==> src/rtl/wavelet_readout.sv <==
// wavelet_readout: integrates signed sigma-delta feedback pulses on I/Q over
// windows of 2^WIN_LOG2 enabled cycles and shifts each window's sums out on a
// single serial pin with a frame-sync strobe. A window that closes while the
// previous frame is still shifting is dropped and raises sticky ovf.
// Optional feature macro: READOUT_PARITY_EN appends an even-parity bit.
module wavelet_readout #(
  parameter int WIN_LOG2 = 8
) (
  input  logic       clk_master,
  input  logic       rstb,
  input  logic       ud_en,
  input  logic [1:0] read_out_I,
  input  logic [1:0] read_out_Q,
  input  logic       sout_en,
  input  logic       clr_ovf,
  output logic       sdo,
  output logic       sfs,
  output logic       sbusy,
  output logic       ovf
);

  localparam int ACC_W = WIN_LOG2 + 2;
`ifdef READOUT_PARITY_EN
  localparam int FRAME_LEN = 2 * ACC_W + 1;
`else
  localparam int FRAME_LEN = 2 * ACC_W;
`endif
  localparam int BC_W = $clog2(FRAME_LEN);

  localparam logic [0:0] ST_IDLE  = 1'b0;
  localparam logic [0:0] ST_SHIFT = 1'b1;

  // 01 -> +1, 10 -> -1, 00/11 -> 0
  function automatic logic signed [ACC_W-1:0] pulse_delta(input logic [1:0] p);
    case (p)
      2'b01:   return {{(ACC_W-1){1'b0}}, 1'b1};
      2'b10:   return {ACC_W{1'b1}};
      default: return {ACC_W{1'b0}};
    endcase
  endfunction

  logic [WIN_LOG2-1:0]     win_cnt_q;
  logic signed [ACC_W-1:0] acc_i_q, acc_q_q;
  logic signed [ACC_W-1:0] sum_i, sum_q;
  logic                    win_close;
  logic [FRAME_LEN-1:0]    frame_word;

  logic [0:0]           state_q, state_d;
  logic [FRAME_LEN-1:0] shift_q, shift_d;
  logic [BC_W-1:0]      bit_cnt_q, bit_cnt_d;
  logic                 ovf_q, ovf_d;
  logic                 last_bit;

  // Sums include the closing cycle's delta so the frame captures a full window
  assign sum_i     = acc_i_q + pulse_delta(read_out_I);
  assign sum_q     = acc_q_q + pulse_delta(read_out_Q);
  assign win_close = ud_en && (win_cnt_q == {WIN_LOG2{1'b1}});
  assign last_bit  = (bit_cnt_q == BC_W'(FRAME_LEN - 1));

`ifdef READOUT_PARITY_EN
  assign frame_word = {sum_i, sum_q, ^{sum_i, sum_q}};
`else
  assign frame_word = {sum_i, sum_q};
`endif

  // Window counter and accumulators advance only on qualified cycles
  always_ff @(posedge clk_master or negedge rstb) begin
    if (!rstb) begin
      win_cnt_q <= '0;
      acc_i_q   <= '0;
      acc_q_q   <= '0;
    end else if (ud_en) begin
      win_cnt_q <= win_cnt_q + WIN_LOG2'(1);
      if (win_close) begin
        acc_i_q <= '0;
        acc_q_q <= '0;
      end else begin
        acc_i_q <= sum_i;
        acc_q_q <= sum_q;
      end
    end
  end

  // Serializer next state: load on close when idle, drop and flag when busy
  always_comb begin
    state_d   = state_q;
    shift_d   = shift_q;
    bit_cnt_d = bit_cnt_q;
    ovf_d     = clr_ovf ? 1'b0 : ovf_q;
    case (state_q)
      ST_IDLE: begin
        if (win_close) begin
          shift_d   = frame_word;
          bit_cnt_d = '0;
          state_d   = ST_SHIFT;
        end
      end
      default: begin
        if (win_close) begin
          ovf_d = 1'b1;
        end
        if (sout_en) begin
          shift_d   = {shift_q[FRAME_LEN-2:0], 1'b0};
          bit_cnt_d = bit_cnt_q + BC_W'(1);
          if (last_bit) begin
            state_d = ST_IDLE;
          end
        end
      end
    endcase
  end

  // Serializer state registers
  always_ff @(posedge clk_master or negedge rstb) begin
    if (!rstb) begin
      state_q   <= ST_IDLE;
      shift_q   <= '0;
      bit_cnt_q <= '0;
      ovf_q     <= 1'b0;
    end else begin
      state_q   <= state_d;
      shift_q   <= shift_d;
      bit_cnt_q <= bit_cnt_d;
      ovf_q     <= ovf_d;
    end
  end

  assign sbusy = (state_q == ST_SHIFT);
  assign sdo   = sbusy & shift_q[FRAME_LEN-1];
  assign sfs   = sbusy & (bit_cnt_q == '0);
  assign ovf   = ovf_q;

endmodule
==> config.mk <==
export PLATFORM = sky130hd
export DESIGN_NAME = wavelet_readout
export DESIGN_NICKNAME = d
export VERILOG_FILES = /design/src/rtl/wavelet_readout.sv
export SDC_FILE = /design/constraint.sdc
export NUM_CORES = 1
export LEC_CHECK = 0
export ABC_AREA = 1
export CAP_MARGIN = 5
export CORE_MARGIN = 2
export CORE_UTILIZATION = 53
export CTS_CLUSTER_DIAMETER = 40
export DETAILED_ROUTE_END_ITERATION = 8
export GPL_ROUTABILITY_DRIVEN = 0
export PLACE_DENSITY = 0.73
export SLEW_MARGIN = 20
export SYNTH_ARGS = -nofsm -noshare
export SYNTH_HDL_FRONTEND = slang
export SYNTH_SLANG_ARGS = --single-unit
==> constraint.sdc <==
create_clock -name clk_master -period 2.3 [get_ports clk_master]
set_input_delay 0.46 -clock clk_master [delete_from_list [all_inputs] [get_ports clk_master]]
set_output_delay 0.46 -clock clk_master [all_outputs]
set_load 0.005 [all_outputs]
Yosys cells after proc, flatten, opt, wreduce, memory -nomap -nowiden:

Index checks and enable logic that the tools add are counted.

* register bits: 55
* input bits: 9
* output and inout port bits: 4
* logic and storage cells: 41

* add/sub/neg operators: 4
* equal/unequal tests: 7
* mux-type cells: 17
* bitwise logic cells: 2
* reduce and logical (&&, ||, !) cells: 4

Operators by type and width (number)
* $mux 20: 3
* $pmux 10 s2: 2
* $add 10x10->10: 2
* $mux 10: 2
* $mux 5: 3
* $add 8x1->8 const B: 1
* $eq 8x8->1 const B: 1
* $mux 1: 7
* $add 5x1->5 const B: 1
* $eq 5x5->1 const B: 1
* $logic_not 5->1: 1
* $eq 2x1->1 const B: 2
* $eq 2x2->1 const B: 2
* $and 1x1->1: 2
* $ne 2x2->1 const B: 1
* $reduce_and 2->1: 1
* $reduce_bool 2->1: 1
* $logic_and 1x1->1: 1

Logic depth before layout (Yosys ltp):

Gate-level depths: netlist (run 1).

* depth after elaboration: 5
* mapped depth: 17
* gate-level depth less buffers: 16

Worst setup path before layout (run 1):

Ideal clock, no wire load.

* kind: input-to-reg
* start: input read_out_Q[0]
* end: register shift_q[6]
* setup time: 0.123 ns
* arrival time: 1.992 ns
* required time: 2.177 ns
* slack: 0.185 ns
* stages on the path: 15
* path buffers: 1
* cell sequence: inv_1 -> ha_1 -> buf_4 -> nor2_1 -> nor2_2 -> ha_1 -> o21bai_1 -> nand3_1 -> nand2_1 -> nand2_1 -> nand2_1 -> nand2_1 -> nand2_1 -> o21ai_0 -> nand2_1

* cells in the longest elaborated chain, start to end: 5
* elaborated cells on any way between the ends: 6
* those cells by class: 1 x add/sub; 2 x eq/ne; 3 x mux

RTL lines
* start: declaration: RTL line 13 `input logic [1:0] read_out_Q,`
* $eq 2x2->1 or $eq 2x1->1 (tied branches): RTL line 35 `case (p)`
* $pmux 10 s2 *: RTL line 35
* $add 10x10->10 *: RTL line 56 `assign sum_q = acc_q_q + pulse_delta(read_out_Q);`
* $mux 20 *: RTL line 92 `if (win_close) begin`
* $mux 20 *: RTL line 90 `case (state_q)`
* end signal: assignment: RTL line 122 `shift_q <= shift_d;`
* end: declaration: RTL line 49 `logic [FRAME_LEN-1:0] shift_q, shift_d;`

Every way passes the cells marked *; elsewhere a longest branch is shown, timed or not. The select of a mux whose other input is x is not followed.
A chain may end at the register's enable or synchronous reset.

Final worst setup path (run 1):

Ends and elaborated chain as after synthesis.

==> metrics.md, run 1 <==
| Metric | Value |
|---|---|
| Total power | `between 4000 and 5000 µW` |
| Synth Register Bits | `55` |
| Core area | `approximately 0.0063 mm²` |
| Final Net Count | `around 570` |
| Largest net degree at the start of global routing | `29` |
| Row count | `29` |
| Setup crit start kind | `input pin` |
| Crit Reg-Reg Startpoint | `win_cnt_q[0]` |
| Share of cells above drive strength 1 | `between 10% and 20%` |
| MaxCap Viol Count | `0` |
| Slew @ Worst Pin | `0.4591 ns` |
| Share of power burned in registers | `between 30% and 40%` |
| CP endpoint | `shift_q[6]` |
| Syn_area_per_cell | `~7.0 µm²` |
| CP Data Arrival Time | `approximately 2.4 ns` |
| Vias per cell | `slightly above 5` |
| Total number of yosys warnings | `0` |
| Hold Vio Cnt, Final | `0` |
| Final instance area | `~0.0042 mm²` |
| Die height | `roughly 85 µm` |
| Primary FF master, synth | `dfrtp_1` |
| Die Wd | `approximately 85 µm` |
| Commonest non-fill, non-tap cell in the layout | `nand2_1` |
| GRT Util Overall | `a little under a quarter` |
| Distinct cells, synth | `37` |
| Max_slew headroom | `between 60% and 70%` |
| Final Skew | `roughly 0.010 ns` |
| Fin. max-slew vios | `0` |
| WL final | `slightly above 8 mm` |
| Via count | `between 3000 and 4000` |
| Ports | `13` |
| Switching part of the total | `43.81%` |
| Effective utilization at floorplan | `between 50% and 60%` |
| PD cells | `about 1100 mW/mm²` |
| Hold_buf cts | `0` |
| Internal Pwr Total | `about 2700 µW` |
| Vias in the first global route | `3087` |
| Sequential element share of the synthesized area | `between 30% and 40%` |
| Setup violators final | `0` |
| Final Non-Filler Cells | `~630` |
| Min Clock Period, post-route | `about 2.2 ns` |
| Crit path kind | `in2reg` |
| EDFF count, synth | `0` |
| Grt total ovfl | `0` |
| Dominant cell type by area after synthesis | `dfrtp_1` |
| Post-synth ARST share | `100.0%` |
| Run status | `finished clean` |
| Post-Syn Instances | `498` |
| Sw power | `approximately 2100 µW` |
| Iter 0 DRT Violations | `around 240` |
| Routed len/inst | `between 10 and 15 µm` |
| Critical path capture point type | `flip-flop` |
| Mapped Area | `0.003485 mm²` |
| Clock Tree Buf Depth | `2` |
| Global-route wire length before repair | `13.92 mm` |
| Clk_lat worst skew | `approximately 0.32 ns` |
| I/O Buffers | `12` |
| Top post-synthesis cells by area | `dfrtp_1, nand2_1, inv_1` |
| Num CTS Buffers | `5` |
| CTS tree | `done` |
| CTS clock-pin slew for the worst setup and hold paths | `0.11 ns` |
| Hold crit path type | `in2async` |
| Critical-path maximum fanout | `3` |
| DRC violations left | `0` |
| H-tree levels | `2` |
| Period utilization | `between 90% and 100%` |
| Post-Place Setup Slack | `-0.3010 ns` |
| CTS root buf | `clkbuf_8` |
| Placed Instance Area | `~0.0040 mm²` |
| Die area | `roughly 0.0072 mm²` |
| Max VDD drop | `~0.00064 V` |
| R2r setup slk | `0.37 ns` |
| Cells on worst reg2reg path | `11` |
| Crit. Startpoint | `read_out_Q[0]` |
| Data required, critical path | `approximately 2.5 ns` |
| DR pass1 iterations | `4` |
| Initial antenna violation count | `0` |
| Ant. Diodes | `0` |
| Leak | `~0.0022 µW` |
| Part of the power in combinational logic | `about half` |
| Area growth from synthesis to final layout | `21.69%` |
| Clock power share | `a little under an eighth` |
| Post-route ant nets | `0` |
| Net Count, Synth | `between 500 and 600` |
| Worst R2R End | `shift_q[19]` |
| Most frequent cells in the layout | `nand2_1, inv_1, dfrtp_1` |
| Post-synth top area share | `around two fifths` |
| Detailed placement HPWL | `~5.8 mm` |
| Setup WS post-layout | `between 0.1 and 0.15 ns` |
| Max Fclk | `around 460 MHz` |
| Placed instance count | `618` |
| CTS sink cnt | `55` |
[layer usage]
metal / global-route usage (%) / routed length, µm / vias up
li1: - / - / 1662
met1: 33.90 / 3844 / 1494
met2: 37.93 / 3780 / 75
met3: 2.918 / 426 / 12
met4: 6.494 / 128 / 0
met5: 0 / 0 / -
[power groups by stage]
stage / clock network [µW] / logic, µW / registers (µW)
after CTS: 586 / 2250 / 1700
after global placement: 0 / 2180 / 1700
final: 572 / 2460 / 1720
after global routing: 616 / 2810 / 1770
after detailed placement: 0 / 2230 / 1720
after floorplan: 0 / 1580 / 1630
[repair_timing]
action,CTS,global route
setup endpoints to repair,0,20
resized for setup,0,43
setup buffers,0,1
[worst min-delay path by stage]
stage	from	to
2_1_floorplan	rstb	acc_i_q[0]
5_1_grt	rstb	win_cnt_q[0]
4_1_cts	rstb	acc_q_q[1]
3_3_place_gp	rstb	acc_q_q[5]
3_5_place_dp	rstb	acc_q_q[5]
6_report	rstb	acc_q_q[5]
[through the flow]
stage / hold WS (ns) / utilization (%) / setup TNS (ns)
after floorplan: 0.1644 / - / 0
after global placement: 0.4356 / 62.29 / -5.140
after detailed placement: 0.4400 / 62.29 / -5.824
after CTS: 0.08863 / 63.72 / 0
after global routing: 0.1079 / 66.78 / -0.09097
final: 0.07955 / 66.78 / 0
[cell usage after synthesis (all sizes together), types with 3 or more instances]
cell type / n
ha: 13
buf: 8
nand2: 176
o22ai: 6
a21oi: 9
dfrtp: 55
o21ai: 33
nor2: 62
clkbuf: 6
nor3: 4
o21bai: 3
xnor2: 6
a31oi: 3
nand3: 32
inv: 62
nand3b: 3
xor2: 7
[flip-flops by register name, summed over array words and instances, names as in the netlist]
signal     cells
sbusy          1
acc_i_q       10
ovf            1
bit_cnt_q      5
acc_q_q       10
win_cnt_q      8
shift_q       20
[kinds of logic after synthesis]
| family | Yosys count | synth area share (%) |
|---|---|---|
| AO/OA/AOI/OAI | 60 | 9.659 |
| XOR/XNOR | 13 | 3.268 |
| adder cells (fa/ha/maj) | 13 | 4.668 |
| buffers and inverters | 76 | 9.012 |
| flip-flops | 55 | 39.50 |
| AND/OR/NAND/NOR | 281 | 33.90 |
[area by class of cell]
cell class | instances | area, µm²
clock inverters | 3 | 22.52
repair buffers | 58 | 460.4
well taps | 77 | 96.34
flip-flops and latches | 55 | 1376
clock buffers | 5 | 68.82
inverters | 62 | 235.2
fillers | 538 | 2110
multi-input cells | 367 | 1981
[worst max-delay path, stage by stage]
cell and delay, ns:
clkdlybuf4s50_1 0.46, inv_1 0.05, ha_1 0.27, inv_1 0.04, ha_2 0.17, ha_1 0.17, o21bai_4 0.17, nand3_2 0.09
nand2_4 0.08, nand2_2 0.08, nand2_1 0.05, nand2_1 0.06, nand2_2 0.06, o21ai_2 0.13, nand2_1 0.05
Note: power is estimated with default switching activity, not from simulation.
==> run 2, diff against run 1 <==
--- a/config.mk
+++ b/config.mk
@@ -6,12 +6,13 @@
 export NUM_CORES = 1
 export LEC_CHECK = 0
 export ABC_AREA = 1
-export CAP_MARGIN = 5
+export CAP_MARGIN = 20
 export CORE_MARGIN = 2
 export CORE_UTILIZATION = 53
 export CTS_CLUSTER_DIAMETER = 40
 export DETAILED_ROUTE_END_ITERATION = 8
 export GPL_ROUTABILITY_DRIVEN = 0
+export HOLD_SLACK_MARGIN = 0.15
 export PLACE_DENSITY = 0.73
 export SLEW_MARGIN = 20
 export SYNTH_ARGS = -nofsm -noshare
==> metrics.md, run 2 (synthesis gave the netlist of run 1 again) <==
| Metric | Value |
|---|---|
| Vias in the first global route | `3096 (+0.29%)` |
| Cells on worst reg2reg path | `11 (unchanged)` |
| Max Used Layer | `met4` |
| Ports | `13 (unchanged)` |
| Share of power burned in registers | `36.1% (about the same)` |
| Sw power | `2079 µW (about the same)` |
| CTS clock-pin slew for the worst setup and hold paths | `0.11 ns (about the same)` |
| Effective utilization at floorplan | `54.88% (unchanged)` |
| Fillers | `538 (unchanged)` |
| Final instance area | `0.004250 mm² (+0.24%)` |
| Final core occ | `66.94% (+0.16 points)` |
| Largest net degree at the start of global routing | `29 (unchanged)` |
| Share of cells above drive strength 1 | `18.15% (-0.033 points)` |
| Switching part of the total | `43.78% (about the same)` |
| WL final | `8.188 mm (about the same)` |
| Max_slew headroom | `69.31% (-0.084 points)` |
| Commonest non-fill, non-tap cell in the layout | `nand2_1` |
| Num CTS Buffers | `5 (unchanged)` |
| Hold crit path type | `reg2reg` |
| Setup violators final | `0 (unchanged)` |
| Crit-path cells | `clkdlybuf4s50_1 -> inv_1 -> ha_1 -> inv_1 -> ha_2 -> ha_1 -> o21bai_4 -> nand3_2 -> nand2_4 -> nand2_2 -> nand2_1 -> nand2_1 -> nand2_2 -> o21ai_2 -> nand2_1` |
| CTS sink cnt | `55 (unchanged)` |
| Core area | `0.006350 mm² (unchanged)` |
| Critical-path maximum fanout | `3 (unchanged)` |
| Setup crit start kind | `input pin` |
| Crit path kind | `in2reg` |
| Die area | `0.007239 mm² (unchanged)` |
| Crit Reg-Reg Startpoint | `win_cnt_q[0]` |
| Internal Pwr Total | `2670 µW (about the same)` |
| Area growth from synthesis to final layout | `21.97%` |
| Critical path capture point type | `flip-flop` |
| Most flop-heavy register | `shift_q` |
| Most frequent cells in the layout | `nand2_1, inv_1, dfrtp_1` |
| Hold Vio Cnt, Final | `0 (unchanged)` |
| CP max-delay cell | `clkdlybuf4s50_1` |
| DRT met1 WL | `3.874 mm (+0.78%)` |
| DRC violations left | `0 (unchanged)` |
| Most used cell, CP | `nand2_1` |
| Hold path cells | `2` |
| Global-route wire length before repair | `13.94 mm (+0.19%)` |
| CP Buf/Inv Count | `3 (unchanged)` |
| Final Net Count | `572 (+0.18%)` |
| Crit-path max cell delay | `0.46 ns (about the same)` |
| Via count | `3285 (+1.3%)` |
| Period utilization | `95.14% (-0.14 points)` |
| DR pass1 iterations | `4 (unchanged)` |
| Placed Instance Area | `0.003955 mm² (unchanged)` |
| CP endpoint | `shift_q[6]` |
| H-tree levels | `2 (unchanged)` |
| Grt total ovfl | `0 (unchanged)` |
| CP Data Arrival Time | `2.40 ns (about the same)` |
| Max VDD drop | `0.0006401 V (about the same)` |
| PD cells | `1117 mW/mm² (-0.23%)` |
| Placed instance count | `618 (unchanged)` |
| CTS root buf | `clkbuf_8` |
| Hold_ws | `0.4852 ns (+0.4057 ns)` |
| Data required, critical path | `2.52 ns (about the same)` |
| Cell depth of the worst setup path | `15 (unchanged)` |
| Clk_lat worst skew | `0.31 ns (about the same)` |
| Routed len/inst | `13.04 µm (about the same)` |
| Regs by FF count | `shift_q: 20 flops, acc_i_q: 10 flops, acc_q_q: 10 flops` |
| Run status | `finished clean` |
| Max Fclk | `457.0 MHz (+0.14%)` |
| I/O Buffers | `12 (unchanged)` |
| Initial antenna violation count | `0 (unchanged)` |
| Max FFs per register | `20 (unchanged)` |
| Routed wl met2 | `3.738 mm (-1.1%)` |
| R2r setup slk | `0.36 ns (about the same)` |
| Slew @ Worst Pin | `0.4603 ns (+0.001259 ns)` |
| Crit. Startpoint | `read_out_Q[0]` |
| Vias per cell | `5.231 (+1.1%)` |
| Final Skew | `0.006284 ns (-0.004135 ns)` |
| Total power | `4749 µW (about the same)` |
| Part of the power in combinational logic | `51.9% (about the same)` |
| Clock power share | `12.0% (about the same)` |
| CTS tree | `done` |
| Met3 wire length | `420 µm (-1.4%)` |
| Die height | `85.09 µm (unchanged)` |
| Row count | `29 (unchanged)` |
| Ant. Diodes | `0 (unchanged)` |
| Min Clock Period, post-route | `2.188 ns (-0.003155 ns)` |
| Detailed placement HPWL | `5.837 mm (unchanged)` |
| Clock Tree Buf Depth | `2 (unchanged)` |
| GRT Util Overall | `23.68% (+0.041 points)` |
| Top Family by Delay on Critical Path | `adder cells` |
| Worst R2R End | `shift_q[19]` |
| Post-route ant nets | `0 (unchanged)` |
| Leak | `0.002234 µW (+0.19%)` |
| MaxCap Viol Count | `0 (unchanged)` |
| Fin. max-slew vios | `0 (unchanged)` |
| Iter 0 DRT Violations | `245 (+3.4%)` |
| Final Non-Filler Cells | `628 (+0.16%)` |
| Die Wd | `85.09 µm (unchanged)` |
==> run 2: cell count changes in the layout (fill, tap and decap cells not counted), sizes merged <==
cell,change
dlygate4sd3,+1
==> run 2: worst min path at each step <==
stage | end | startpoint
2_1_floorplan | acc_i_q[0] | rstb
3_3_place_gp | acc_q_q[5] | rstb
3_5_place_dp | acc_q_q[5] | rstb
4_1_cts | shift_q[4] | shift_q[4]
5_1_grt | shift_q[16] | shift_q[16]
6_report | shift_q[13] | shift_q[13]
==> run 2: power groups by stage <==
stage	Combinational, µW	Sequential, µW	Clock [µW]
6_report	2460	1710	570
5_1_grt	2810	1770	616
4_1_cts	2250	1700	586
3_5_place_dp	2230	1720	0
3_3_place_gp	2180	1700	0
2_1_floorplan	1580	1630	0
==> run 2: area by class of cell <==
| class | instances | area (µm²) | area share, % |
|---|---|---|---|
| clock buffers | 5 | 68.82 | 1.619 |
| multi-input cells | 367 | 1981 | 46.60 |
| repair buffers | 59 | 470.5 | 11.07 |
| clock inverters | 3 | 22.52 | 0.5299 |
| inverters | 62 | 235.2 | 5.534 |
| flip-flops and latches | 55 | 1376 | 32.38 |
| well taps | 77 | 96.34 | 2.267 |
==> run 2: tightest hold or removal path, stage by stage, from the launching register on <==
cell and delay [ns]:
dfrtp_1 0.35, nand2_1 0.05, nand2_1 0.06
==> run 2: repair_timing <==
action / 4_1_cts / 5_1_grt
gates resized for setup: 0 / 43
hold endpoints to repair: 17 / 0
hold buffers: 1 / 0
setup endpoints to repair: 0 / 20
buffers inserted: 0 / 1
==> run 2: metal layers <==
layer,vias to the layer above,GRT usage [%]
li1,1663,-
met1,1525,33.96
met2,82,38.07
met3,15,2.821
met4,0,6.494
met5,-,0
==> run 2: through the flow <==
stage	setup TNS, ns	setup WS, ns
after floorplan	0	0.1848
after global placement	-5.140	-0.2847
after detailed placement	-5.824	-0.3010
after CTS	0	0.03433
after global routing	-0.09097	-0.03245
final	0	0.1117
==> run 3, diff against run 2 <==
--- a/config.mk
+++ b/config.mk
@@ -13,7 +13,7 @@
 export DETAILED_ROUTE_END_ITERATION = 8
 export GPL_ROUTABILITY_DRIVEN = 0
 export HOLD_SLACK_MARGIN = 0.15
-export PLACE_DENSITY = 0.73
+export PLACE_DENSITY = 0.71
 export SLEW_MARGIN = 20
 export SYNTH_ARGS = -nofsm -noshare
 export SYNTH_HDL_FRONTEND = slang
==> constraint.sdc (replaced) <==
create_clock -name clk_master -period 2.1 [get_ports clk_master]
set_input_delay 0.42 -clock clk_master [delete_from_list [all_inputs] [get_ports clk_master]]
set_output_delay 0.42 -clock clk_master [all_outputs]
set_load 0.005 [all_outputs]
==> metrics.md, run 3 (synthesis gave the netlist of run 1 again) <==
| Metric | Value |
|---|---|
| H-tree levels | `2 (unchanged)` |
| Fillers | `541 (+0.56%)` |
| Die Wd | `85.09 µm (unchanged)` |
| Clock Tree Buf Depth | `2 (unchanged)` |
| Final Non-Filler Cells | `630 (+0.32%)` |
| CTS tree | `done` |
| Die height | `85.09 µm (unchanged)` |
| CTS root buf | `clkbuf_8` |
| I/O Buffers | `12 (unchanged)` |
| Total power | `5119 µW (+7.8%)` |
| Area growth from synthesis to final layout | `23.73%` |
| Core area | `0.006350 mm² (unchanged)` |
| Clock power share | `11.8% (-0.2 points)` |
| Setup violators final | `0 (unchanged)` |
| CTS clock-pin slew for the worst setup and hold paths | `0.10 ns (about the same)` |
| Hold Vio Cnt, Final | `0 (unchanged)` |
| CP Data Arrival Time | `2.11 ns (-0.29 ns)` |
| Die area | `0.007239 mm² (unchanged)` |
| Effective utilization at floorplan | `54.88% (unchanged)` |
| Data required, critical path | `2.31 ns (-0.21 ns)` |
| Clk_lat worst skew | `0.31 ns (about the same)` |
| Setup crit start kind | `input pin` |
| Leak | `0.002298 µW (+2.8%)` |
| Final Skew | `0.006852 ns (+0.0005681 ns)` |
| Detailed placement HPWL | `5.640 mm (-3.4%)` |
| Hold crit path type | `reg2reg` |
| Critical-path maximum fanout | `3 (unchanged)` |
| Global-route wire length before repair | `13.99 mm (+0.35%)` |
| Cells on worst reg2reg path | `10 (-1)` |
| Commonest non-fill, non-tap cell in the layout | `nand2_1` |
| Placed instance count | `620 (+0.32%)` |
| Iter 0 DRT Violations | `166 (-32%)` |
| Run status | `finished clean` |
| GRT Util Overall | `23.83% (+0.15 points)` |
| Switching part of the total | `42.89% (-0.89 points)` |
| CTS sink cnt | `55 (unchanged)` |
| Most flop-heavy register | `shift_q` |
| Row count | `29 (unchanged)` |
| Largest net degree at the start of global routing | `56 (+93%)` |
| Most frequent cells in the layout | `nand2_1, inv_1, dfrtp_1` |
| Hold_ws | `0.4824 ns (-0.002836 ns)` |
| Slew @ Worst Pin | `0.3038 ns (-0.1565 ns)` |
| Hold path cells | `2 (unchanged)` |
| Min Clock Period, post-route | `around 1.9 ns` |
| Via count | `3207 (-2.4%)` |
| Post-route ant nets | `0 (unchanged)` |
| DRC violations left | `0 (unchanged)` |
| Setup TNS | `0 ns (unchanged)` |
| Max Fclk | `between 500 and 600 MHz` |
| Critical path capture point type | `flip-flop` |
| Share of cells above drive strength 1 | `18.99% (+0.84 points)` |
| Ant. Diodes | `0 (unchanged)` |
| WL final | `8.040 mm (-1.8%)` |
| Share of power burned in registers | `36.6% (+0.5 points)` |
| Max VDD drop | `0.0008489 V (+33%)` |
| Max FFs per register | `20 (unchanged)` |
| Max_slew headroom | `79.67% (+10 points)` |
| Vias per cell | `5.090 (-2.7%)` |
| Initial antenna violation count | `0 (unchanged)` |
| Internal Pwr Total | `2923 µW (+9.5%)` |
| Num CTS Buffers | `5 (unchanged)` |
| Routed len/inst | `12.76 µm (-2.1%)` |
| PD cells | `1187 mW/mm² (+6.3%)` |
| Part of the power in combinational logic | `51.6% (-0.3 points)` |
| Sw power | `2195 µW (+5.6%)` |
| Grt total ovfl | `0 (unchanged)` |
| Vias in the first global route | `3187 (+2.9%)` |
| MaxCap Viol Count | `0 (unchanged)` |
| Ports | `13 (unchanged)` |
| Crit path kind | `in2reg` |
| Period utilization | `roughly 91%` |
| Final Net Count | `574 (+0.35%)` |
| Fin. max-slew vios | `0 (unchanged)` |
| DR pass1 iterations | `4 (unchanged)` |
| RSZ-0062 raised after global routing | `no` |
| Regs by FF count | `shift_q: 20 flops, acc_i_q: 10 flops, acc_q_q: 10 flops` |
==> run 3: cell types whose count changed in the layout (fill, tap and decap cells not counted), sizes merged <==
| cell | previous run | this run |
|---|---|---|
| dlygate4sd2 | 0 | 1 |
| inv | 64 | 62 |
| clkinv | 1 | 2 |
| clkdlybuf4s50 | 11 | 6 |
| dlymetal6s2s | 0 | 4 |
| buf | 47 | 49 |
| clkinvlp | 0 | 1 |
==> run 3: power by group through the flow <==
stage	combinational [µW]	clock [µW]	sequential, µW
floorplan	1730	0	1780
global placement	2380	0	1870
detailed placement	2450	0	1880
CTS	2570	629	1860
global route	3010	666	1930
finish	2640	604	1870
==> run 3: critical path: stages <==
cell           delay [ns]
dlygate4sd2_1        0.21
inv_2                0.06
ha_1                 0.28
inv_1                0.04
ha_2                 0.17
ha_1                 0.18
o21bai_4             0.17
nand3_2              0.09
nand3_4              0.09
nand2_2              0.09
nand3b_1             0.07
nand2_1              0.07
nand2_1              0.05
nand2_1              0.06
nand2_1              0.05
==> run 3: worst paths after layout <==
check / startpoint / end / slack, ns
min in group asynchronous: rstb / acc_q_q[8] / 0.62
worst max register to register: win_cnt_q[0] / shift_q[5] / 0.38
worst min-delay path: shift_q[13] / shift_q[13] / 0.48
worst max-delay path: read_out_I[0] / shift_q[16] / 0.20
worst min register to register: shift_q[13] / shift_q[13] / 0.48
max in group asynchronous: rstb / sbusy / 1.19
==> run 3: routing by layer <==
layer / GRT usage (%) / vias up / part of all wire, %
li1: - / 1667 / -
met1: 31.62 / 1462 / 48
met2: 40.77 / 63 / 46
met3: 3.599 / 15 / 3.5
met4: 6.349 / 0 / 2.0
met5: 0 / - / 0
==> run 3: final cells by class <==
| class | count | area [µm²] | area share [%] |
|---|---|---|---|
| Clock inverter | 3 | 25.02 | 0.5804 |
| Tap cell | 77 | 96.34 | 2.234 |
| Sequential cell | 55 | 1378 | 31.95 |
| Multi-Input combinational cell | 367 | 1977 | 45.85 |
| Clock buffer | 5 | 68.82 | 1.596 |
| Inverter | 62 | 235.2 | 5.456 |
| Timing Repair Buffer | 61 | 531.8 | 12.33 |
==> run 3: what timing repair did <==
action,CTS,global route
hold endpoints to repair,55,0
gates cloned,0,0
setup buffers,0,1
pin swaps,9,6
endpoints found under the setup margin,19,29
gates resized for setup,26,26
hold buffers,1,0
==> run 3: per-stage QoR <==
stage / utilization [%] / cell area [µm²] / setup slack (ns)
2_1_floorplan: - / 3485 / 0.02479
3_5_place_dp: 63.11 / 4008 / -0.4691
4_1_cts: 66.34 / 4213 / 0.005566
6_report: 67.90 / 4312 / 0.1963
3_3_place_gp: 63.11 / 4008 / -0.4428
5_1_grt: 67.90 / 4312 / 0.03455
